==> src/rtl/pk_lamp_tx.sv <==
// Lamp-state frame transmitter: packs the panel lamps into a 7-byte frame and
// hands it byte by byte to the UART TX side, on host request or on lamp change.
module pk_lamp_tx #(
  parameter logic [19:0] GAP_CYCLES = 20'd500000,
  parameter bit          AUTO       = 1'b1
) (
  input  logic        clk,
  input  logic        rst_,
  input  logic        req,
  input  logic [0:15] w,
  input  logic        p_,
  input  logic        mc_,
  input  logic        alarm_,
  input  logic        wait_,
  input  logic        irq,
  input  logic        q,
  input  logic        run,
  input  logic        mode,
  input  logic        stop_n,
  input  logic        zeg,
  input  logic        tx_busy,
  output logic [7:0]  tx_byte,
  output logic        tx_send,
  output logic        busy,
  output logic        frame_done
);

  typedef enum logic [2:0] {
    S_IDLE,
    S_LOAD,
    S_SEND,
    S_ACK,
    S_DRAIN
  } state_t;

  state_t      state_q, state_d;
  logic        pending_q, pending_d;
  logic [19:0] gap_q, gap_d;
  logic [2:0]  idx_q, idx_d;
  logic [1:0]  ack_cnt_q, ack_cnt_d;
  logic [27:0] snap_q, snap_d;
  logic [27:0] last_q, last_d;
  logic [7:0]  tx_byte_q, tx_byte_d;
  logic        tx_send_q, tx_send_d;
  logic        busy_q, busy_d;
  logic        frame_done_q, frame_done_d;

  // Nibble i of the status word lives at status[4*i +: 4] (N0 lowest).
  logic [27:0] status;
  logic        lamp_change;

  assign status = {~p_, ~mc_, 2'b00,
                   mode, stop_n, zeg, q,
                   run, ~wait_, ~alarm_, irq,
                   w[12:15], w[8:11], w[4:7], w[0:3]};

  assign lamp_change = AUTO && (status != last_q);

  function automatic logic [7:0] frame_byte(input logic [27:0] s, input logic [2:0] i);
    logic [3:0] nib;
    case (i)
      3'd0:    nib = s[3:0];
      3'd1:    nib = s[7:4];
      3'd2:    nib = s[11:8];
      3'd3:    nib = s[15:12];
      3'd4:    nib = s[19:16];
      3'd5:    nib = s[23:20];
      3'd6:    nib = s[27:24];
      default: nib = 4'h0;
    endcase
    return {1'b1, i, nib};
  endfunction

  always_comb begin
    // NOTE: every next-state signal gets a default before the case so no path
    // leaves one unassigned, which would otherwise infer a latch.
    state_d      = state_q;
    idx_d        = idx_q;
    ack_cnt_d    = ack_cnt_q;
    snap_d       = snap_q;
    last_d       = last_q;
    tx_byte_d    = tx_byte_q;
    frame_done_d = 1'b0;
    pending_d    = pending_q | req | lamp_change;
    gap_d        = (gap_q != 20'd0) ? gap_q - 20'd1 : 20'd0;

    case (state_q)
      S_IDLE: begin
        if (pending_q && (gap_q == 20'd0) && !tx_busy) state_d = S_LOAD;
      end
      S_LOAD: begin
        snap_d    = status;
        last_d    = status;
        idx_d     = 3'd0;
        // The change that triggered this frame is being served now; only a
        // request arriving in this very cycle stays pending.
        pending_d = req;
        tx_byte_d = frame_byte(status, 3'd0);
        state_d   = S_SEND;
      end
      S_SEND: begin
        ack_cnt_d = 2'd0;
        state_d   = S_ACK;
      end
      S_ACK: begin
        // Give the UART four clocks to raise busy before assuming it took the byte.
        if (tx_busy || (ack_cnt_q == 2'd3)) state_d = S_DRAIN;
        else                                 ack_cnt_d = ack_cnt_q + 2'd1;
      end
      S_DRAIN: begin
        if (!tx_busy) begin
          if (idx_q == 3'd6) begin
            frame_done_d = 1'b1;
            gap_d        = GAP_CYCLES;
            state_d      = S_IDLE;
          end else begin
            idx_d     = idx_q + 3'd1;
            tx_byte_d = frame_byte(snap_q, idx_q + 3'd1);
            state_d   = S_SEND;
          end
        end
      end
      default: state_d = S_IDLE;
    endcase

    tx_send_d = (state_d == S_SEND);
    busy_d    = (state_d != S_IDLE);
  end

  // NOTE: sequential state uses non-blocking assignments so every register
  // samples the pre-edge values, independent of statement order.
  always_ff @(posedge clk or negedge rst_) begin
    if (!rst_) begin
      state_q      <= S_IDLE;
      pending_q    <= 1'b0;
      gap_q        <= 20'd0;
      idx_q        <= 3'd0;
      ack_cnt_q    <= 2'd0;
      snap_q       <= 28'd0;
      last_q       <= 28'd0;
      tx_byte_q    <= 8'h00;
      tx_send_q    <= 1'b0;
      busy_q       <= 1'b0;
      frame_done_q <= 1'b0;
    end else begin
      state_q      <= state_d;
      pending_q    <= pending_d;
      gap_q        <= gap_d;
      idx_q        <= idx_d;
      ack_cnt_q    <= ack_cnt_d;
      snap_q       <= snap_d;
      last_q       <= last_d;
      tx_byte_q    <= tx_byte_d;
      tx_send_q    <= tx_send_d;
      busy_q       <= busy_d;
      frame_done_q <= frame_done_d;
    end
  end

  assign tx_byte    = tx_byte_q;
  assign tx_send    = tx_send_q;
  assign busy       = busy_q;
  assign frame_done = frame_done_q;

endmodule
==> config.mk <==
export PLATFORM = sky130hd
export DESIGN_NAME = pk_lamp_tx
export DESIGN_NICKNAME = d
export VERILOG_FILES = /design/src/rtl/pk_lamp_tx.sv
export SDC_FILE = /design/constraint.sdc
export NUM_CORES = 1
export LEC_CHECK = 0
export CORE_ASPECT_RATIO = 1.5
export CORE_MARGIN = 2
export CORE_UTILIZATION = 50
export CTS_CLUSTER_SIZE = 25
export DETAILED_ROUTE_END_ITERATION = 8
export PLACE_DENSITY = 0.84
export SETUP_SLACK_MARGIN = 0.02
export SLEW_MARGIN = 30
export SYNTH_ARGS = -nofsm -noshare
export SYNTH_HDL_FRONTEND = slang
export SYNTH_SLANG_ARGS = --single-unit
==> constraint.sdc <==
create_clock -name clk -period 6.04 [get_ports clk]
set_input_delay 1.208 -clock clk [delete_from_list [all_inputs] [get_ports clk]]
set_output_delay 1.208 -clock clk [all_outputs]
set_load 0.005 [all_outputs]
==> results.ini, run 1 <==
[outcome]
outcome=finished, final reports clean

[layout]
area_delta_synth_final_pct=20.1
drive_above_1_share_pct=16.7
regArea_um2=1580
fin_nets=388
final_cell_mix=dfrtp_1 (63), clkdlybuf4s50_1 (39), mux2_2 (27), xnor2_1 (25), nor2_1 (19)
nFillCells=521
diodes=0
mostFrequentLayoutCell=dfrtp_1
fin_util_pct=62.3
final_cells=430
multi_input_area_um2=1730

[floorplanning]
fp.dieArea_um2=7420
coreArea_um2=6490
rows=36
start_util_pct=51.9
dieWidth_um=71.0
boundaryPins=41
die_y_um=104

[routing]
viasPerCell=6.13
routed_wirelength_mm=7.61
first_pass_iters=4
wire_per_inst_um=17.7
num_vias=2638
drtIter0Drc=227
drc_errors=0
antenna_left=0

[setup_path]
crit_path_frequent_cell=or4_4
worstSetupEndpointType=flop
worstPathCellList=or4_4 > or4_4 > nor4_1 > o21ai_0
path_max_fanout=8
worstPathRequired_ps=6240
cp.arrival_ps=2880
crit_path_max_incr_delay_ps=700
worstSetupStartpoint=gap_q[10]$_DFF_PN0_
critical_path_class=reg2reg
start_kind=flop
r2r-start=gap_q[10]$_DFF_PN0_
cp_slowest_cell=nor4_1

[pwr]
p_leak_uw=0.00162
total_power_uw=1770
vdd_drop_max_mv=0.350
p_per_area_nw_per_um2=439

[synthesis]
synth_edf_count=0
synth_flop_cell=dfrtp_1
avgSynthCellArea_um2=11.1
synth_top_area_share_pct=46.8
yosysSeqAreaShare_pct=46.8
synthDistinctLibCells=49
netlist_area_um2=3370
synth_nets=342
yosysTopAreaCell=dfrtp_1
yosysWarnings=0
syn_inst=303
synthArstFlopShare_pct=100
synth-seq-cells=63
synth.area.top_cells=dfrtp_1 (47%), mux2_2 (9.0%), xnor2_1 (6.8%), ha_1 (3.3%), xor2_1 (2.6%)

[place]
pre_cts_slack_ps=3070
hpwl_mm=5.54
routabilityCongestion=0.850
port-buffer-count=40
place_inst=414

[timing]
setup_viol_count_final=0
period_share_pct=44.5
tns_ps=0
finalHoldViolCount=0
layout_setup_ws_ps=3350
slew_viol_final=0
slew_headroom_pct=46.3
max_slew.worst_pin.slew_ps=803
final.setup_skew_ps=6.72
rsz0062_at_grt=false
fmax_ghz=0.372
min_period_ps=2690

[clocking]
root_buffer=clkbuf_8
cts_made_buffers=9
post_cts_buffers=0
cts_tree=built
cts_buffer_depth=2
hold_buffers=0
clock-sinks=63
cts.repair.resized=0
cts.reportedPaths.clkPinSlew_ps=80
clock_latency_ps=350
htreeDepth=3

[worst_hold_path]
min_path_type=reg2reg
hold_path_startpoint=tx_byte[7]$_DFFE_PN0P_

[global_routing]
grt_usage_pct=21.9
grt_pass1_wl_mm=12.7
antenna_found_initial=0
grt.overflow.total=0
grt_start_max_net_pins=64
grt_pass1_vias=2648

[job]
maxCapViolCount=0

[state kept, by name, indices dropped and copies added (netlist names), 2 cells and up]
signal and flops:
snap_q 26, gap_q 20, tx_byte 6, state_q 3, ack_cnt_q 2, idx_q 2
[synth_stat cells, drive strengths merged, types with 4 or more instances]
master / count
o31ai: 4
or4: 5
a22o: 4
nand4: 10
xnor2: 26
a22oi: 6
buf: 5
nor4: 6
dfrtp: 63
nor2: 20
nor3: 7
nand2: 10
nand3: 8
inv: 9
a21oi: 15
o21ai: 8
mux2: 27
nand2b: 7
a211oi: 5
xor2: 10
ha: 9
[worst max-delay path, delay by kind of cell, from the launching register on]
kind	cells	cell delay [ps]
AOI/OAI and AO/OA	1	240
DFF	1	440
and+or+nand+nor	3	1860
[path summary, 6_finish.rpt]
check	to	slack, ps	cells past startpoint
max	gap_q[13]$_DFF_PN0_	3350	4
min	tx_byte[7]$_DFFE_PN0P_	490	1
max reg2reg	gap_q[13]$_DFF_PN0_	3350	4
min reg2reg	tx_byte[7]$_DFFE_PN0P_	490	1
max in group asynchronous	gap_q[18]$_DFF_PN0_	4500	2
min in group asynchronous	gap_q[12]$_DFF_PN0_	1010	2
[where the power goes]
part	internal, uW	total, uW	switching (uW)	leakage (uW)
combinational	356	636	280	0.000792
clock	191	369	178	0.0000956
sequential	582	767	185	0.000738
[metrics by stage]
| step | hold WS, ps | instance area [um^2] |
|---|---|---|
| 2_1_floorplan | 457 | 3370 |
| 3_3_place_gp | 479 | 3830 |
| 3_5_place_dp | 475 | 3840 |
| 4_1_cts | 492 | 4030 |
| 5_1_grt | 524 | 4040 |
| 6_report | 492 | 4040 |
[kinds of logic (layout without fill, tap and decap cells)]
group / count (synthesis) / in the layout / synth area share (%)
flip-flops: 63 / 63 / 46.8
AND/OR/NAND/NOR: 86 / 86 / 14.2
AO/OA/AOI/OAI: 63 / 63 / 14.1
buffers and inverters: 16 / 67 / 2.23
XOR/XNOR: 36 / 36 / 9.37
multiplexers: 30 / 30 / 9.93
adder cells (fa/ha/maj): 9 / 9 / 3.35
[layer usage]
layer	vias up	global-route usage, %	part of all wire (%)
met3	21	5.04	4.4
li1	1218	-	-
met2	83	38.4	54
met5	-	0	0
met4	0	10.1	3.4
met1	1316	24.8	38
[final cells by class]
type,instances,share of cell area [%]
clock inverters,7,1.80
multi-input cells,224,42.8
inverters,9,0.836
repair buffers,42,10.2
clock buffers,9,3.07
well taps,76,2.35
flip-flops and latches,63,39.0
Power figures use the tool's default switching activity.
==> run 2, diff against run 1 <==
--- a/config.mk
+++ b/config.mk
@@ -10,7 +10,7 @@
 export CORE_UTILIZATION = 50
 export CTS_CLUSTER_SIZE = 25
 export DETAILED_ROUTE_END_ITERATION = 8
-export PLACE_DENSITY = 0.84
+export PLACE_DENSITY = 0.87
 export SETUP_SLACK_MARGIN = 0.02
 export SLEW_MARGIN = 30
 export SYNTH_ARGS = -nofsm -noshare
==> constraint.sdc (replaced) <==
create_clock -name clk -period 2.25 [get_ports clk]
set_input_delay 0.45 -clock clk [delete_from_list [all_inputs] [get_ports clk]]
set_output_delay 0.45 -clock clk [all_outputs]
set_load 0.005 [all_outputs]
==> run 2 against run 1 <==
Cell area grew 4.5%. Final cell count grew 3.5%. Utilization is 2.8 points higher. Wire length grew 0.11%. Clock-buffer cell count rose by 3. Non-clock buffer count increased by 15. Sequential power increased to 2.6 times the previous value. Worst hold slack improved by 19 ps.
==> results.ini, run 2 (synthesis gave the netlist of run 1 again) <==
[clocking]
cts_buffer_depth=2  ; unchanged
root_buffer=clkbuf_8
cts_made_buffers=9  ; unchanged
cts.reportedPaths.clkPinSlew_ps=70  ; about the same
post_cts_buffers=0  ; unchanged
clock_latency_ps=350  ; about the same
htreeDepth=3  ; unchanged
cts_tree=built
clock-sinks=63  ; unchanged

[floorplanning]
fp.dieArea_um2=7420  ; unchanged
coreArea_um2=6490  ; unchanged
boundaryPins=41  ; unchanged
rows=36  ; unchanged
die_y_um=104  ; unchanged
dieWidth_um=71.0  ; unchanged
start_util_pct=51.9  ; unchanged

[routing]
viasPerCell=5.86  ; -4.5%
drtIter0Drc=138  ; -39%
wire_per_inst_um=17.1  ; -3.3%
drc_errors=0  ; unchanged
num_vias=2607  ; -1.2%
routed_wirelength_mm=7.62  ; +0.11%
first_pass_iters=4  ; unchanged
antenna_left=0  ; unchanged

[layout]
final_area_um2=4220  ; +4.5%
final_cell_mix=dfrtp_1 (63), clkdlybuf4s50_1 (39), mux2_2 (27), xnor2_1 (25), nor2_1 (19)
largest_register=snap_q
mostFrequentLayoutCell=dfrtp_1
largest_reg_flops=26  ; unchanged
drive_above_1_share_pct=20.1  ; +3.4 points
diodes=0  ; unchanged
area_delta_synth_final_pct=25.4
fin_nets=403  ; +3.9%

[timing]
setup_viol_count_final=0  ; unchanged
max_slew.worst_pin.slew_ps=609  ; -194 ps
slew_headroom_pct=59.0  ; +13 points
fmax_ghz=0.463  ; +25%
final.setup_skew_ps=9.70  ; +2.98 ps
min_period_ps=2160  ; -531 ps
finalHoldViolCount=0  ; unchanged
worst_hold_slack_ps=511  ; +19.3 ps
slew_viol_final=0  ; unchanged
period_share_pct=95.9  ; +51 points
tns_ps=0  ; unchanged
rsz0062_at_grt=true

[setup_path]
worstPathRequired_ps=2530  ; -3710 ps
worstSetupEndpointType=flop
crit_path_frequent_cell=or4_4
critical_path_class=reg2reg
critical_path.top_delay_family=simple AND/OR/NAND/NOR gates
start_kind=flop
cp.arrival_ps=2440  ; -440 ps
cp_slowest_cell=or4_4
crit_buf_inv=0  ; unchanged
worstPathCellList=or3_1 > or4_4 > or4_4 > a21oi_2
path_max_fanout=8  ; unchanged
crit_path_max_incr_delay_ps=570  ; -130 ps

[place]
routabilityCongestion=0.907  ; +6.8%
dpl_cell_area_um2=3970  ; +3.5%
port-buffer-count=40  ; unchanged
hpwl_mm=5.77  ; +4.2%

[worst_hold_path]
min_path_type=reg2reg

[global_routing]
antenna_found_initial=0  ; unchanged
grt.overflow.total=0  ; unchanged
grt_start_max_net_pins=56  ; -13%
grt_pass1_vias=2793  ; +5.5%
grt_usage_pct=22.2  ; +0.31 points
grt_pass1_wl_mm=13.0  ; +2.6%

[pwr]
vdd_drop_max_mv=0.674  ; +93%
p_leak_uw=0.00171  ; +5.2%
total_power_uw=4830  ; +170%
p_per_area_nw_per_um2=1150  ; +160%

[job]
maxCapViolCount=0  ; unchanged

[outcome]
outcome=finished, final reports clean

[run 2: cell count changes in the layout (fill, tap and decap cells not counted), moves of 2 or more]
| cell | delta |
|---|---|
| buf_4 | +12 |
| clkbuf_8 | +3 |
| buf_12 | +2 |
| clkinv_2 | -2 |
| nor4_1 | -2 |
| nor4_2 | +2 |
[run 2: worst paths after layout]
path	from	end	slack (ps)	cells past startpoint
min in group asynchronous	rst_	tx_send$_DFF_PN0_	530	2
hold / removal	tx_byte[7]$_DFFE_PN0P_	tx_byte[7]$_DFFE_PN0P_	510	1
setup / recovery	gap_q[7]$_DFF_PN0_	gap_q[19]$_DFF_PN0_	90	4
max in group asynchronous	rst_	gap_q[15]$_DFF_PN0_	1160	3
setup reg to reg	gap_q[7]$_DFF_PN0_	gap_q[19]$_DFF_PN0_	90	4
hold reg to reg	tx_byte[7]$_DFFE_PN0P_	tx_byte[7]$_DFFE_PN0P_	510	1
[run 2: what timing repair did]
item,4_1_cts,5_1_grt
hold buffers,1,0
setup endpoints to repair,0,7
resized for setup,0,3
hold endpoints to repair,8,0
[run 2: per-stage QoR]
stage,std cells,setup slack (ps),util (%)
after floorplan,303,58.0,-
after global placement,428,89.3,61.2
after detailed placement,428,79.6,61.2
after CTS,445,65.8,64.7
after global routing,445,1.06,65.1
final,445,92.2,65.1
[run 2: area by class of cell]
type / instances / area (um^2)
Fill cell: 509 / 2260
Multi-Input combinational cell: 224 / 1750
Sequential cell: 63 / 1580
Timing Repair Buffer: 57 / 551
Clock buffer: 12 / 165
Tap cell: 76 / 95.1
Clock inverter: 4 / 52.6
Inverter: 9 / 33.8
[run 2: per-layer routing]
layer	track usage [%]	wire (um)	up-vias
met5	0	0	-
met4	11.1	307	0
met3	3.78	249	22
met2	39.4	4100	78
met1	25.2	2960	1265
li1	-	-	1242
[run 2: where the power goes]
part           switching (uW)  internal [uW]  leakage [uW]
sequential                456           1560      0.000738
combinational             785            995      0.000872
clock                     435            601      0.000101
